**src/rtl/fft8_pkg.sv**
```systemverilog
// Shared types and constants for the fft8 result-streaming slice.
package fft8_pkg;

   // One complex FFT result word: real half in the upper 16 bits, imaginary in the lower.
   typedef struct packed {
      logic [15:0] re;
      logic [15:0] im;
   } cplx16_t;

   localparam int FP16_EXP_MAX = 31;
   localparam int N_POINTS     = 8;
   localparam int IDX_W        = 3;

   typedef enum logic [1:0] {
      IDLE,
      WAIT,
      SEND
   } state_t;

endpackage

```
**src/rtl/fft8_stream_out_if.sv**
```systemverilog
// Valid/ready stream carrying one processed FFT bin per beat, with its index and a frame-end flag.
interface fft8_stream_out_if;
   import fft8_pkg::*;

   logic             m_valid;
   logic             m_ready;
   cplx16_t          m_data;
   logic [IDX_W-1:0] m_index;
   logic             m_last;

   modport master (
      output m_valid,
      output m_data,
      output m_index,
      output m_last,
      input  m_ready
   );

   modport slave (
      input  m_valid,
      input  m_data,
      input  m_index,
      input  m_last,
      output m_ready
   );

endinterface

```
**src/rtl/fp16_scale_conj.sv**
```systemverilog
// Combinational fp16 post-processing for one half-word: optional sign flip, then
// division by 2^SCALE_SHIFT done purely on the exponent field.
module fp16_scale_conj
   import fft8_pkg::*;
#(
   parameter int SCALE_SHIFT = 0,
   parameter bit NEG_SIGN    = 1'b0
) (
   input  logic [15:0] din,
   output logic [15:0] dout
);

   // Exponent-only scaling: inf/NaN keep their encoding, anything that would
   // underflow (including incoming zero/subnormal) collapses to a signed zero.
   function automatic logic [15:0] scale_half(input logic [15:0] h);
      logic       s;
      logic [4:0] e;
      logic [9:0] f;
      logic [15:0] r;
      s = h[15] ^ NEG_SIGN;
      e = h[14:10];
      f = h[9:0];
      if (SCALE_SHIFT == 0 || e == 5'(FP16_EXP_MAX)) begin
         r = {s, e, f};
      end else if (e == 5'd0 || e <= 5'(SCALE_SHIFT)) begin
         r = {s, 15'd0};
      end else begin
         r = {s, e - 5'(SCALE_SHIFT), f};
      end
      return r;
   endfunction

   assign dout = scale_half(din);

endmodule

```
**src/rtl/fft8_stream_out.sv**
```systemverilog
// Waits a fixed latency after launch, captures the eight fft8_fp result words
// (optionally conjugated and scaled) and streams them out in bin order 0..7.
module fft8_stream_out
   import fft8_pkg::*;
#(
   parameter int FFT_LATENCY = 1,
   parameter int SCALE_SHIFT = 0,
   parameter int CONJ        = 0
) (
   input  logic              clk,
   input  logic              rst_n,
   input  logic              start,
   input  cplx16_t           fft_out1,
   input  cplx16_t           fft_out2,
   input  cplx16_t           fft_out3,
   input  cplx16_t           fft_out4,
   input  cplx16_t           fft_out5,
   input  cplx16_t           fft_out6,
   input  cplx16_t           fft_out7,
   input  cplx16_t           fft_out8,
   fft8_stream_out_if.master m,
   output logic              busy,
   output logic              drop
);

   localparam int               CNT_W    = (FFT_LATENCY < 1) ? 1 : $clog2(FFT_LATENCY + 1);
   localparam logic [CNT_W-1:0] CNT_INIT = CNT_W'(FFT_LATENCY);
   localparam logic [IDX_W-1:0] IDX_LAST = IDX_W'(N_POINTS - 1);

   state_t           state;
   state_t           state_nxt;
   logic [CNT_W-1:0] cnt;
   logic [CNT_W-1:0] cnt_nxt;
   logic             capture;
   logic             handshake;

   cplx16_t          raw_w   [N_POINTS];
   logic [15:0]      proc_re [N_POINTS];
   logic [15:0]      proc_im [N_POINTS];
   cplx16_t          frame_q [N_POINTS];

   cplx16_t          data_q;
   logic [IDX_W-1:0] idx_q;
   logic             last_q;

   assign raw_w[0] = fft_out1;
   assign raw_w[1] = fft_out2;
   assign raw_w[2] = fft_out3;
   assign raw_w[3] = fft_out4;
   assign raw_w[4] = fft_out5;
   assign raw_w[5] = fft_out6;
   assign raw_w[6] = fft_out7;
   assign raw_w[7] = fft_out8;

   // Conjugation only ever touches the imaginary half; scaling applies to both.
   for (genvar i = 0; i < N_POINTS; i++) begin : g_word
      fp16_scale_conj #(
         .SCALE_SHIFT (SCALE_SHIFT),
         .NEG_SIGN    (1'b0)
      ) u_re (
         .din  (raw_w[i].re),
         .dout (proc_re[i])
      );

      fp16_scale_conj #(
         .SCALE_SHIFT (SCALE_SHIFT),
         .NEG_SIGN    (CONJ != 0)
      ) u_im (
         .din  (raw_w[i].im),
         .dout (proc_im[i])
      );
   end

   assign handshake = (state == SEND) && m.m_ready;

   // State and latency counter registers.
   always_ff @(posedge clk or negedge rst_n) begin
      if (!rst_n) begin
         state <= IDLE;
         cnt   <= '0;
      end else begin
         state <= state_nxt;
         cnt   <= cnt_nxt;
      end
   end

   // Next-state logic: count down the fft8_fp latency, capture, then drain eight beats.
   always_comb begin
      state_nxt = state;
      cnt_nxt   = cnt;
      capture   = 1'b0;
      unique case (state)
         IDLE: begin
            if (start) begin
               state_nxt = WAIT;
               cnt_nxt   = CNT_INIT;
            end
         end
         WAIT: begin
            if (cnt == '0) begin
               capture   = 1'b1;
               state_nxt = SEND;
            end else begin
               cnt_nxt = cnt - CNT_W'(1);
            end
         end
         SEND: begin
            if (handshake && idx_q == IDX_LAST) begin
               state_nxt = IDLE;
            end
         end
         default: state_nxt = IDLE;
      endcase
   end

   // Capture buffer and registered stream outputs; the output word only advances
   // on a handshake so it holds steady while the sink stalls.
   always_ff @(posedge clk or negedge rst_n) begin
      if (!rst_n) begin
         for (int i = 0; i < N_POINTS; i++) begin
            frame_q[i] <= '0;
         end
         data_q <= '0;
         idx_q  <= '0;
         last_q <= 1'b0;
      end else if (capture) begin
         for (int i = 0; i < N_POINTS; i++) begin
            frame_q[i] <= {proc_re[i], proc_im[i]};
         end
         data_q <= {proc_re[0], proc_im[0]};
         idx_q  <= '0;
         last_q <= 1'b0;
      end else if (handshake) begin
         if (idx_q == IDX_LAST) begin
            idx_q  <= '0;
            last_q <= 1'b0;
         end else begin
            idx_q  <= idx_q + IDX_W'(1);
            data_q <= frame_q[idx_q + IDX_W'(1)];
            last_q <= ((idx_q + IDX_W'(1)) == IDX_LAST);
         end
      end
   end

   assign m.m_valid = (state == SEND);
   assign m.m_data  = data_q;
   assign m.m_index = idx_q;
   assign m.m_last  = last_q;

   // A start seen in any non-idle cycle (including the final beat) is refused.
   assign busy = (state != IDLE);
   assign drop = start && busy;

endmodule

```
**src/flat_wrapper.sv**
```systemverilog
// flat-port wrapper written by rule: the top's interface ports become plain ports
module fft8_stream_out_flat import fft8_pkg::*;
#(
   parameter int FFT_LATENCY = 1,
   parameter int SCALE_SHIFT = 0,
   parameter int CONJ        = 0
)
  (clk, rst_n, start, fft_out1, fft_out2, fft_out3, fft_out4, fft_out5, fft_out6, fft_out7, fft_out8, busy, drop, m_m_valid, m_m_data, m_m_index, m_m_last, m_m_ready);
  fft8_stream_out_if m_i ();
  input  logic clk;
  input  logic rst_n;
  input  logic start;
  input  cplx16_t fft_out1;
  input  cplx16_t fft_out2;
  input  cplx16_t fft_out3;
  input  cplx16_t fft_out4;
  input  cplx16_t fft_out5;
  input  cplx16_t fft_out6;
  input  cplx16_t fft_out7;
  input  cplx16_t fft_out8;
  output logic busy;
  output logic drop;
  output wire logic [$bits(m_i.m_valid)-1:0] m_m_valid;
  output wire logic [$bits(m_i.m_data)-1:0] m_m_data;
  output wire logic [$bits(m_i.m_index)-1:0] m_m_index;
  output wire logic [$bits(m_i.m_last)-1:0] m_m_last;
  input wire logic [$bits(m_i.m_ready)-1:0] m_m_ready;
  assign m_m_valid = m_i.m_valid;
  assign m_m_data = m_i.m_data;
  assign m_m_index = m_i.m_index;
  assign m_m_last = m_i.m_last;
  assign m_i.m_ready = m_m_ready;
  fft8_stream_out #(.FFT_LATENCY(FFT_LATENCY), .SCALE_SHIFT(SCALE_SHIFT), .CONJ(CONJ)) u_core (.clk(clk), .rst_n(rst_n), .start(start), .fft_out1(fft_out1), .fft_out2(fft_out2), .fft_out3(fft_out3), .fft_out4(fft_out4), .fft_out5(fft_out5), .fft_out6(fft_out6), .fft_out7(fft_out7), .fft_out8(fft_out8), .m(m_i), .busy(busy), .drop(drop));
endmodule
```
**config.mk**
```make
export PLATFORM = sky130hd
export DESIGN_NAME = fft8_stream_out_flat
export DESIGN_NICKNAME = d
export VERILOG_FILES = /design/src/rtl/fft8_pkg.sv /design/src/rtl/fft8_stream_out_if.sv /design/src/rtl/fp16_scale_conj.sv /design/src/rtl/fft8_stream_out.sv /design/src/flat_wrapper.sv
export SDC_FILE = /design/constraint.sdc
export NUM_CORES = 1
export LEC_CHECK = 0
export CAP_MARGIN = 20
export CORE_ASPECT_RATIO = 0.7
export CORE_MARGIN = 5
export CORE_UTILIZATION = 35
export CTS_CLUSTER_SIZE = 10
export DETAILED_ROUTE_END_ITERATION = 6
export HOLD_SLACK_MARGIN = 0.1
export PLACE_DENSITY = 0.64
export SLEW_MARGIN = 10
export SYNTH_ARGS = -nofsm -noshare
export SYNTH_HDL_FRONTEND = slang
export SYNTH_HIERARCHICAL = 1
export SYNTH_SLANG_ARGS = --single-unit
```
**constraint.sdc**
```tcl
create_clock -name clk -period 2.75 [get_ports clk]
set_clock_uncertainty 0.05 [all_clocks]
set_input_delay 0.4125 -clock clk [delete_from_list [all_inputs] [get_ports clk]]
set_output_delay 0.4125 -clock clk [all_outputs]
set_load 0.02 [all_outputs]
```
# Yosys cells after proc, flatten, opt, wreduce, memory -nomap -nowiden
# Index checks and enable logic that the tools add are counted.
[totals]
mem_bits_ro = 0
ff_bits = 295
out_inout_bits = 39
ramBits = 0
word_cells = 65
latchBits = 0
input_bits = 260
memories = 0
[op_classes]
mux = 21
magnitude_cmp = 1
add_sub_neg = 2
div_mod_pow = 0
n_eq_ne = 8
bitwise = 1
reduce_logical = 10
shifts = 0
mul = 0
[ops]
columns = ["operator", "n"]
rows = [
  ["2-to-1 mux 32 bit", 5],
  ["binary-select mux 32 bit (select 3 bit)", 1],
  ["2-to-1 mux 3 bit", 3],
  ["2-to-1 mux 1 bit", 7],
  ["equality test 3 bit, second input constant", 2],
  ["2-to-1 mux 2 bit", 3],
  ["case mux 2 bit (3 select lines)", 1],
  ["nonzero test 2 bit", 3],
  ["greater-or-equal comparator 4 bit, second input constant", 1],
  ["!= test 2 x 1 -> 1 bit, second input constant", 2],
  ["!= test 2 bit, second input constant", 2],
  ["inverter 3 -> 4 bit", 1],
  ["AND reduction 2 bit", 2],
  ["adder 3 x 1 -> 3 bit, second input constant", 1],
  ["logical AND 1 bit", 3],
  ["AND reduction 3 bit", 1],
  ["equality test 2 x 1 -> 1 bit, second input constant", 1],
  ["equality test 2 bit, second input constant", 1],
  ["logical NOT 2 bit", 1],
  ["case mux 1 bit (2 select lines)", 1],
  ["subtractor 1 bit, second input constant", 1],
]

# Depth between registers and ports, before layout
# Gate-level depths: netlist of the first run.
[logic_depth]
word_depth = 8
depth_mapped = 11
ltp_nobuf = 5

# Modules after synthesis
# The synthesis of the first run kept the hierarchy.
[by_module_without_submodules]
columns = ["module", "n_inst", "seq_area_each_um2", "cells_per_inst", "area_per_inst_um2"]
rows = [
  ["fft8_stream_out", 1, 7382.1, 1379, 13272.7],
  ["fp16_scale_conj", 16, 0.0, 16, 120.1],
]

# Worst setup path before layout of the first run
# OpenSTA, ideal clock, no wires.
[synth_path]
path_kind = "reg-to-reg"
from = "register u_core.idx_q[0] (netlist: u_core/m.m_index[0])"
to = "register u_core.data_q (netlist bit u_core/m.m_data[11])"
synth_period_minus_slack_ns = 2.875
arrival_time_ns = 2.695
required_ns = 2.570
stages_incl_launch_ff = 12
setup_time_ns = 0.130
n_path_buf = 6
slack_ns = -0.125
path_cell_list = "dfrtp_1 buf_4 buf_4 buf_4 clkinv_1 buf_2 ha_1 buf_2 buf_1 mux4_2 nand3_1 nand4_1"
[synth_via]
elab_chain_len = 8
word_cells_on_any_way = 11
classes_between = "add/sub (1); eq/ne (2); mux (6); bitwise (1); reduce/logical (1)"
[synth_rtl]
columns = ["item", "line_no", "text"]
rows = [
  ["start, declared", "fft8_stream_out.sv:43", "logic [IDX_W-1:0] idx_q;"],
  ["start signal, assigned", "fft8_stream_out.sv:138", "idx_q <= idx_q + IDX_W'(1);"],
  ["adder 3 x 1 -> 3 bit", "fft8_stream_out.sv:139", "data_q <= frame_q[idx_q + IDX_W'(1)];"],
  ["inverter 3 -> 4 bit (implied by the code)", "fft8_stream_out.sv:139", ""],
  ["binary-select mux 32 bit (select 3 bit)", "fft8_stream_out.sv:139", ""],
  ["2-to-1 mux 32 bit (implied by the code) (2 in series)", "fft8_stream_out.sv:139", ""],
  ["2-to-1 mux 32 bit", "fft8_stream_out.sv:134", "if (idx_q == IDX_LAST) begin"],
  ["2-to-1 mux 32 bit", "fft8_stream_out.sv:133", "end else if (handshake) begin"],
  ["2-to-1 mux 32 bit", "fft8_stream_out.sv:126", "end else if (capture) begin"],
  ["end signal, assigned", "fft8_stream_out.sv:130", "data_q <= {proc_re[0], proc_im[0]};"],
  ["end signal, assigned", "fft8_stream_out.sv:139", ""],
  ["end, declared", "fft8_stream_out.sv:42", "cplx16_t data_q;"],
]
# Several ways; a longest one is shown, not always the timed one. The select of a mux whose other input is x is not followed.
# A chain may end at the register's enable or synchronous reset.

# Final worst setup path of the first run
[layout_path]
from = "register u_core.idx_q[0] (netlist: u_core/m.m_index[0])"
to = "output m_m_index[0]"
[layout_rtl]
columns = ["item", "line_no", "text"]
rows = [
  ["end, declared", "flat_wrapper.sv:25", "output wire logic [$bits(m_i.m_index)-1:0] m_m_index;"],
]
# No word-level cell between the ends.

==> results summary, run 1 <==
The synthesized-area fraction occupied by and/or/nand/nor cells is 25.2%. The number of placed instances, taps included, is 2202. The worst-skew pair later-pin latency came out at 0.52 ns.

The synthesized area per cell is 9.29 µm². The routability congestion estimate is 0.793. STA classifies the critical path endpoint as a primary output. The peak supply drop came out at 0.000470 V. The total design power came out at 20.5 mW. The switching power share of the total is 36.8%. The routed design has 41000 µm of wire. In this run the worst path has a maximum fanout of 34. The remaining antenna violation count after routing came out at 0.

The share of flip-flops with an asynchronous set or reset after synthesis came out at 100%. The most used flip-flop cell after synthesis is dfrtp_1. The I/O pin count is 299.

The synthesized-area fraction occupied by xor and xnor cells came out at 0%. TritonCTS built the clock tree. The internal power contribution is 12.9 mW. Setup repair after global routing left no endpoint under its margin. The sequential cell area fraction in the yosys report came out at 48.6%. The run finished with clean final reports.

In the finished design, the share of the clock period the worst path needs comes to 93.0%. The count of maximum capacitance violations came out at 0. The total count of max-transition violations in the final report is 0. The initial core utilization is 35.6%.

The synthesized flop and latch total came out at 295. The width of the die came out at 259 µm. The half-perimeter wire length after detailed placement came out at 29000 µm. The number of antenna violations at the first check in global routing is 3.

The first-pass GRT wire length is 64200 µm. After the first detailed-routing iteration, the DRC count stood at 683. The post-route non-filler standard cell count came out at 2251. The number of distinct library cells after synthesis is 29. The die covers 0.0477 mm². The via count of the first global-routing pass is 11400. The cell area after synthesis came out at 0.0152 mm². In the final routed layout, each cell accounts on average for 18.2 µm. The total number of placement rows is 63.

The global router's overall resource usage came out at 16.9%. Headroom to the max-slew limit came out at 57.9%. The count of nets after finishing came out at 1919.

The sequential group share of total power came out at 38.0%. After synthesis, the largest family of logic cells by area is simple AND/OR/NAND/NOR gates. The area of the placeable core came out at 0.0426 mm². The leakage component of the power is 8.46 nW. The vertical die dimension came out at 184 µm.

The number of buffers between clock root and the deepest sink is 3. The combined flip-flop and latch cell area is 0.00739 mm². The number of nets in the synthesized netlist came out at 1898. The hold violation total from the final report was 0. CTS built an H-tree with a depth of 2. Clock tree synthesis selected as its root buffer the cell clkbuf_16. The worst path required time is 2.29 ns. After synthesis, the share of cell area in mux cells is 9.62%.

The number of enable flip-flop cells after synthesis came out at 0. The worst endpoint data arrival time is 2.10 ns. The clock buffer count from CTS came out at 36.

The critical path class is reg -> out. The number of filler instances in the final layout came out at 4106. The first-pass iteration count of the detailed router is 5.

The CTS clock-pin slew for the worst setup and hold paths came out at 0.06 ns. The total setup violations reported at the end of the flow came out at 0. The power per cell area is 1140 mW/mm². The worst-margin pin slew is 0.632 ns. The critical path launch point type is a register. The compound-gate portion of the synthesized area is 0.181%. The synthesis-to-layout area growth is 18.2%.

The minimum clock period is 2.56 ns. The maximum achievable frequency is 391 MHz. The final hold slack came out at 0.379 ns.

The power share of the clock group is 20.8%. The most common cell after layout, fill and taps aside is nand2_1. The final sum of negative setup slack is 0 ns. Summing the areas of all fa, ha and maj instances in the mapped netlist gives 0.247% of the synthesized area. The area of combinational cells with multiple inputs came out at 0.00541 mm². The total via count after detailed routing is 10600. In the layout the commonest cells are nand2_1, clkdlybuf4s50_1, dfrtp_1. The tightest min-delay check is of the in -> reg type. The sink count of the clock tree is 295. The reported net switching power is 7.54 mW. The total overflow left after global routing is 0. The cell count after synthesis is 1635. The quantity of I/O buffers inserted on ports came out at 298. The average vias per placed instance came out at 4.69. For this run, design rule violations remaining after detail routing come to 0.

Entering global routing, the biggest net connects 77 pins. The number of warnings reported in the yosys synthesis log is 6. The part of the power in combinational logic came out at 41.2%.

The fraction of final layout cells with drive strength greater than 1 is 10.8%.
-- path summary, 6_finish.rpt --
check                                     from                   to  slack, ns  depth (start not counted)
setup / recovery           u_core/m.m_index[0]         m_m_index[0]       0.19                          2
hold / removal                    fft_out5[15]  u_core/frame_q[111]       0.38                          3
setup reg to reg           u_core/m.m_index[0]  u_core/m.m_data[17]       0.53                          6
hold reg to reg            u_core/frame_q[199]  u_core/frame_q[199]       0.42                          2
max in group asynchronous                rst_n   u_core/frame_q[66]       1.48                          3
min in group asynchronous                rst_n   u_core/m.m_data[8]       0.40                          2
-- metrics by stage --
| step | cell area, µm² | worst slack [ns] | utilization, % |
|---|---|---|---|
| after floorplan | 15200 | 0.0446 | - |
| after global placement | 16900 | 0.513 | 39.7 |
| after detailed placement | 16900 | 0.497 | 39.7 |
| after CTS | 18000 | 0.0962 | 42.1 |
| after global routing | 18000 | 0.0591 | 42.1 |
| final | 18000 | 0.192 | 42.1 |
-- power groups by stage --
stage          Sequential [mW]  Combinational (mW)  Clock, mW
2_1_floorplan             7.65                5.92          0
5_1_grt                   8.04                9.40       4.56
6_report                  7.78                8.43       4.26
4_1_cts                   7.79                8.60       4.39
3_3_place_gp              7.79                8.31          0
3_5_place_dp              7.83                8.54          0
-- logic make-up (layout without fill, tap and decap cells) --
kind of cell	count (synthesis)	after routing
adder cells (fa/ha/maj)	3	3
flip-flops	295	295
AND/OR/NAND/NOR	913	913
AO/OA/AOI/OAI	5	5
buffers and inverters	353	383
other	0	1
multiplexers	66	66
-- Yosys cell counts (2+ instances only) --
library cell / number / share of area [%]
buf_6: 5 / 0.37
clkbuf_1: 11 / 0.27
buf_2: 64 / 2.1
nand3_1: 67 / 2.2
mux2i_1: 2 / 0.13
buf_4: 263 / 13
nand2_1: 772 / 19
nor2_1: 2 / 0.049
a21oi_1: 3 / 0.099
buf_8: 2 / 0.20
buf_1: 5 / 0.12
ha_1: 3 / 0.25
nand3_2: 31 / 2.0
nand4_1: 32 / 1.3
inv_1: 2 / 0.049
mux4_2: 64 / 9.5
dfrtp_1: 295 / 49
-- repair_timing --
| item | in CTS | in global routing |
|---|---|---|
| hold endpoints to repair | 55 | 0 |
| setup buffers | 0 | 0 |
| gates resized for setup | 1 | 0 |
| hold buffers | 1 | 0 |
| endpoints found under the setup margin | 1 | 0 |
-- registers in the layout, indices dropped and copies added (netlist names) --
signal / flops
u_core/m.m_last: 1
u_core/m.m_data: 32
u_core/cnt: 1
u_core/m.m_index: 3
u_core/state: 2
u_core/frame_q: 256
-- area by class of cell --
cell class,instances,area share [%]
diodes,1,0.0139
clock buffers,43,5.34
clock inverters,4,0.307
inverters,3,0.0627
multi-input cells,987,30.2
flip-flops and latches,295,41.1
well taps,585,4.08
repair buffers,333,18.9
-- metal layers --
layer	wire [µm]	track usage [%]	vias to the layer above	share of wire [%]
li1	-	-	5003	-
met1	18000	22.5	5214	44
met2	19800	28.3	281	48
met3	2380	3.97	61	5.8
met4	820	3.80	2	2.0
met5	7	0	-	0.017
-- critical path, cell delays in order, from the launching register on --
cell and delay [ns]:
dfrtp_4 0.44, buf_6 0.40, clkdlybuf4s50_1 0.72
Note: power is estimated with default switching activity, not from simulation.
==> inputs of run 2 (changes only) <==
--- a/config.mk
+++ b/config.mk
@@ -14,3 +14,3 @@
 export HOLD_SLACK_MARGIN = 0.1
-export PLACE_DENSITY = 0.64
+export PLACE_DENSITY = 0.62
 export SLEW_MARGIN = 10
@@ -20 +20,2 @@
 export SYNTH_SLANG_ARGS = --single-unit
+export TNS_END_PERCENT = 1
==> constraint.sdc (replaced) <==
create_clock -name clk -period 2.96 [get_ports clk]
set_clock_uncertainty 0.05 [all_clocks]
set_input_delay 0.296 -clock clk [delete_from_list [all_inputs] [get_ports clk]]
set_output_delay 0.296 -clock clk [all_outputs]
set_load 0.02 [all_outputs]
==> results summary, run 2 (synthesis results as in run 1) <==
The flow ran to the end, and the final reports show no timing, DRC or antenna violations. STA classifies the critical path startpoint as a register. The peak supply drop is 0.000680 V. The register with the most flip-flops in the final layout is u_core/frame_q.

The power share of the clock group is 20.4%. The DRC violations left came out at 0. The floorplan has 63 rows. The path with the worst hold slack has its endpoint at u_core/frame_q[129]. The reported net switching power came out at 6.98 mW. Setup repair after global routing left no endpoint under its margin. The number of buffers between clock root and the deepest sink came out at 3.

The clock buffer count from CTS came out at 36. The root buffer cell chosen for the clock tree is clkbuf_16. The count of nets after finishing came out at 1913. The initial utilization of the core area, before any placement, comes to 35.6%.

The total count of max-transition violations in the final report came out at 0. The worst max-slew margin expressed relative to the limit came out at 38.4%. The part of the power in combinational logic came out at 40.8%.

The worst endpoint data arrival time is 2.21 ns. The residual overflow from global routing came out at 0. Internal power comes to 11.9 mW.

The CTS clock-pin slew for the worst setup and hold paths came out at 0.06 ns. The worst hold path depth came out at 3. The hold violation total from the final report is 0.

Including well taps, the total number of placed cells is 2196. The sink count of the clock tree came out at 295. For this block, the routed nets add up to 41100 µm of wire. The count of nets left with antenna violations once routing finished came out at 0. The number of antenna violations at the first check in global routing came out at 7. The first detailed-routing pass took 5 iterations. The worst-margin pin slew came out at 0.924 ns.

The maximum achievable frequency is 391 MHz. The power per cell area is 1050 mW/mm². Of the total power, registers draw 38.8%. The maximum fanout along the worst path came out at 51. The quantity of I/O buffers inserted on ports came out at 298. Setup violations remaining at the end of the flow were counted as 0. The largest net degree at the start of global routing is 115.

The half-perimeter wire length after detailed placement came out at 29100 µm. Measured along the y axis, the die boundary spans 184 µm. The most common cell after layout, fill and taps aside is nand2_1. The final critical path takes up 86.3% of the cycle. The critical path class is reg -> out. Setup slack on the worst reg-to-reg path comes out at 0.56 ns. The minimum clock period came out at 2.55 ns. STA classifies the critical path endpoint as a primary output. In this run the most critical hold path is launched from fft_out4[1]. The total area inside the core boundary comes to 0.0426 mm².

The worst flop-to-flop path startpoint is u_core/m.m_index[0]. The worst register-to-register path ends at u_core/m.m_data[8]. The leakage component of the power is 8.42 nW.

The full die area is 0.0477 mm². In this run the number of H-tree levels came out at 2. The final hold slack is 0.266 ns. The area growth from synthesis to layout is 17.8%. The via count of the first global-routing pass was 11100. The least setup slack across all paths after layout is 0.405 ns. Power comes to 18.9 mW. TritonCTS built the clock tree. The post-route non-filler standard cell count is 2245.

The number of cells on the worst reg-to-reg path is 6. The first global-routing pass estimated 63900 µm of wire. The pre-CTS worst setup slack came out at 0.519 ns.

The final sum of negative setup slack came out at 0 ns. The path class of the tightest hold or removal check is in -> reg. The global router's overall resource usage is 16.9%.

The total via count after detailed routing is 10500. The I/O pin count is 299. From left edge to right edge, the die measures 259 µm. The flip-flop count of the largest register after layout came out at 256. The worst-skew pair later-pin latency is 0.51 ns. The switching power share of the total came out at 37.0%. The number of DRC violations after detailed-routing iteration 0 is 807.

The routability congestion estimate came out at 0.813. The count of maximum capacitance violations is 0. Data on the critical path is required at its endpoint by 2.61 ns. In the layout the commonest cells are nand2_1, clkdlybuf4s50_1, dfrtp_1. The average vias per placed instance came out at 4.67.

In the final layout, the share of cells above drive strength 1 is 10.4%. After detailed routing, the average wire length per cell comes to 18.3 µm.
==> run 2: changes by cell type in the layout (fill, tap and decap cells not counted) <==
| cell | before | now |
|---|---|---|
| buf_4 | 22 | 14 |
| clkinv_2 | 0 | 3 |
| buf_12 | 11 | 13 |
| inv_6 | 2 | 0 |
| bufinv_16 | 1 | 0 |
| clkinvlp_4 | 1 | 0 |
| diode_2 | 1 | 2 |
==> run 2: layout make-up <==
class / count / area [µm²]
antenna: 2 / 5.00
clock buffer: 43 / 958
clock inverter: 3 / 15.0
fill: 4130 / 24700
inverter: 3 / 11.3
multi-input combinational: 987 / 5410
sequential: 295 / 7390
tap: 585 / 732
timing repair buffer: 327 / 3370
==> run 2: repair_timing <==
action / in CTS / in global routing
setup buffers: 0 / 0
setup endpoints to repair: 0 / 1
hold endpoints to repair: 86 / 0
hold buffers: 1 / 0
resized for setup: 0 / 1
==> run 2: worst max-delay path, cell delays in order, from the launching register on <==
cell and delay [ns]:
dfrtp_4 0.42, buf_6 0.52, clkdlybuf4s50_1 0.75
==> run 2: routing by layer <==
metal,up-vias,GRT usage [%],wire length (µm)
met5,-,0,10
met4,2,3.65,782
met3,69,4.41,2590
met2,275,27.6,19500
met1,5140,22.8,18200
li1,5001,-,-
==> run 2: worst max path at each step <==
stage	end	slack [ns]	startpoint	cells after the start
after global placement	u_core/m.m_data[15]	0.56	u_core/m.m_index[0]	6
after CTS	m_m_index[0]	0.08	u_core/m.m_index[0]	2
after floorplan	u_core/m.m_data[11]	0.08	u_core/m.m_index[0]	11
final	m_m_index[0]	0.41	u_core/m.m_index[0]	2
after global routing	m_m_index[0]	0.24	u_core/m.m_index[0]	2
after detailed placement	u_core/m.m_data[15]	0.52	u_core/m.m_index[0]	6
==> run 2: through the flow <==
step | utilization, % | area (µm²)
CTS | 41.9 | 17900
detailed placement | 39.6 | 16900
global placement | 39.6 | 16900
finish | 42.0 | 17900
floorplan | - | 15200
global route | 42.0 | 17900
==> run 2: power by group through the flow <==
stage	registers (mW)	logic, mW	clock network (mW)
6_report	7.32	7.69	3.84
5_1_grt	7.53	8.58	4.15
4_1_cts	7.31	7.82	3.98
3_5_place_dp	7.35	7.78	0
3_3_place_gp	7.33	7.59	0
2_1_floorplan	7.11	5.50	0
==> inputs of run 3 (changes only) <==
- GPL_ROUTABILITY_DRIVEN: not set -> 0
==> results of run 3 <==
Same layout as run 2: the final DEF is identical, and so are final timing and power.
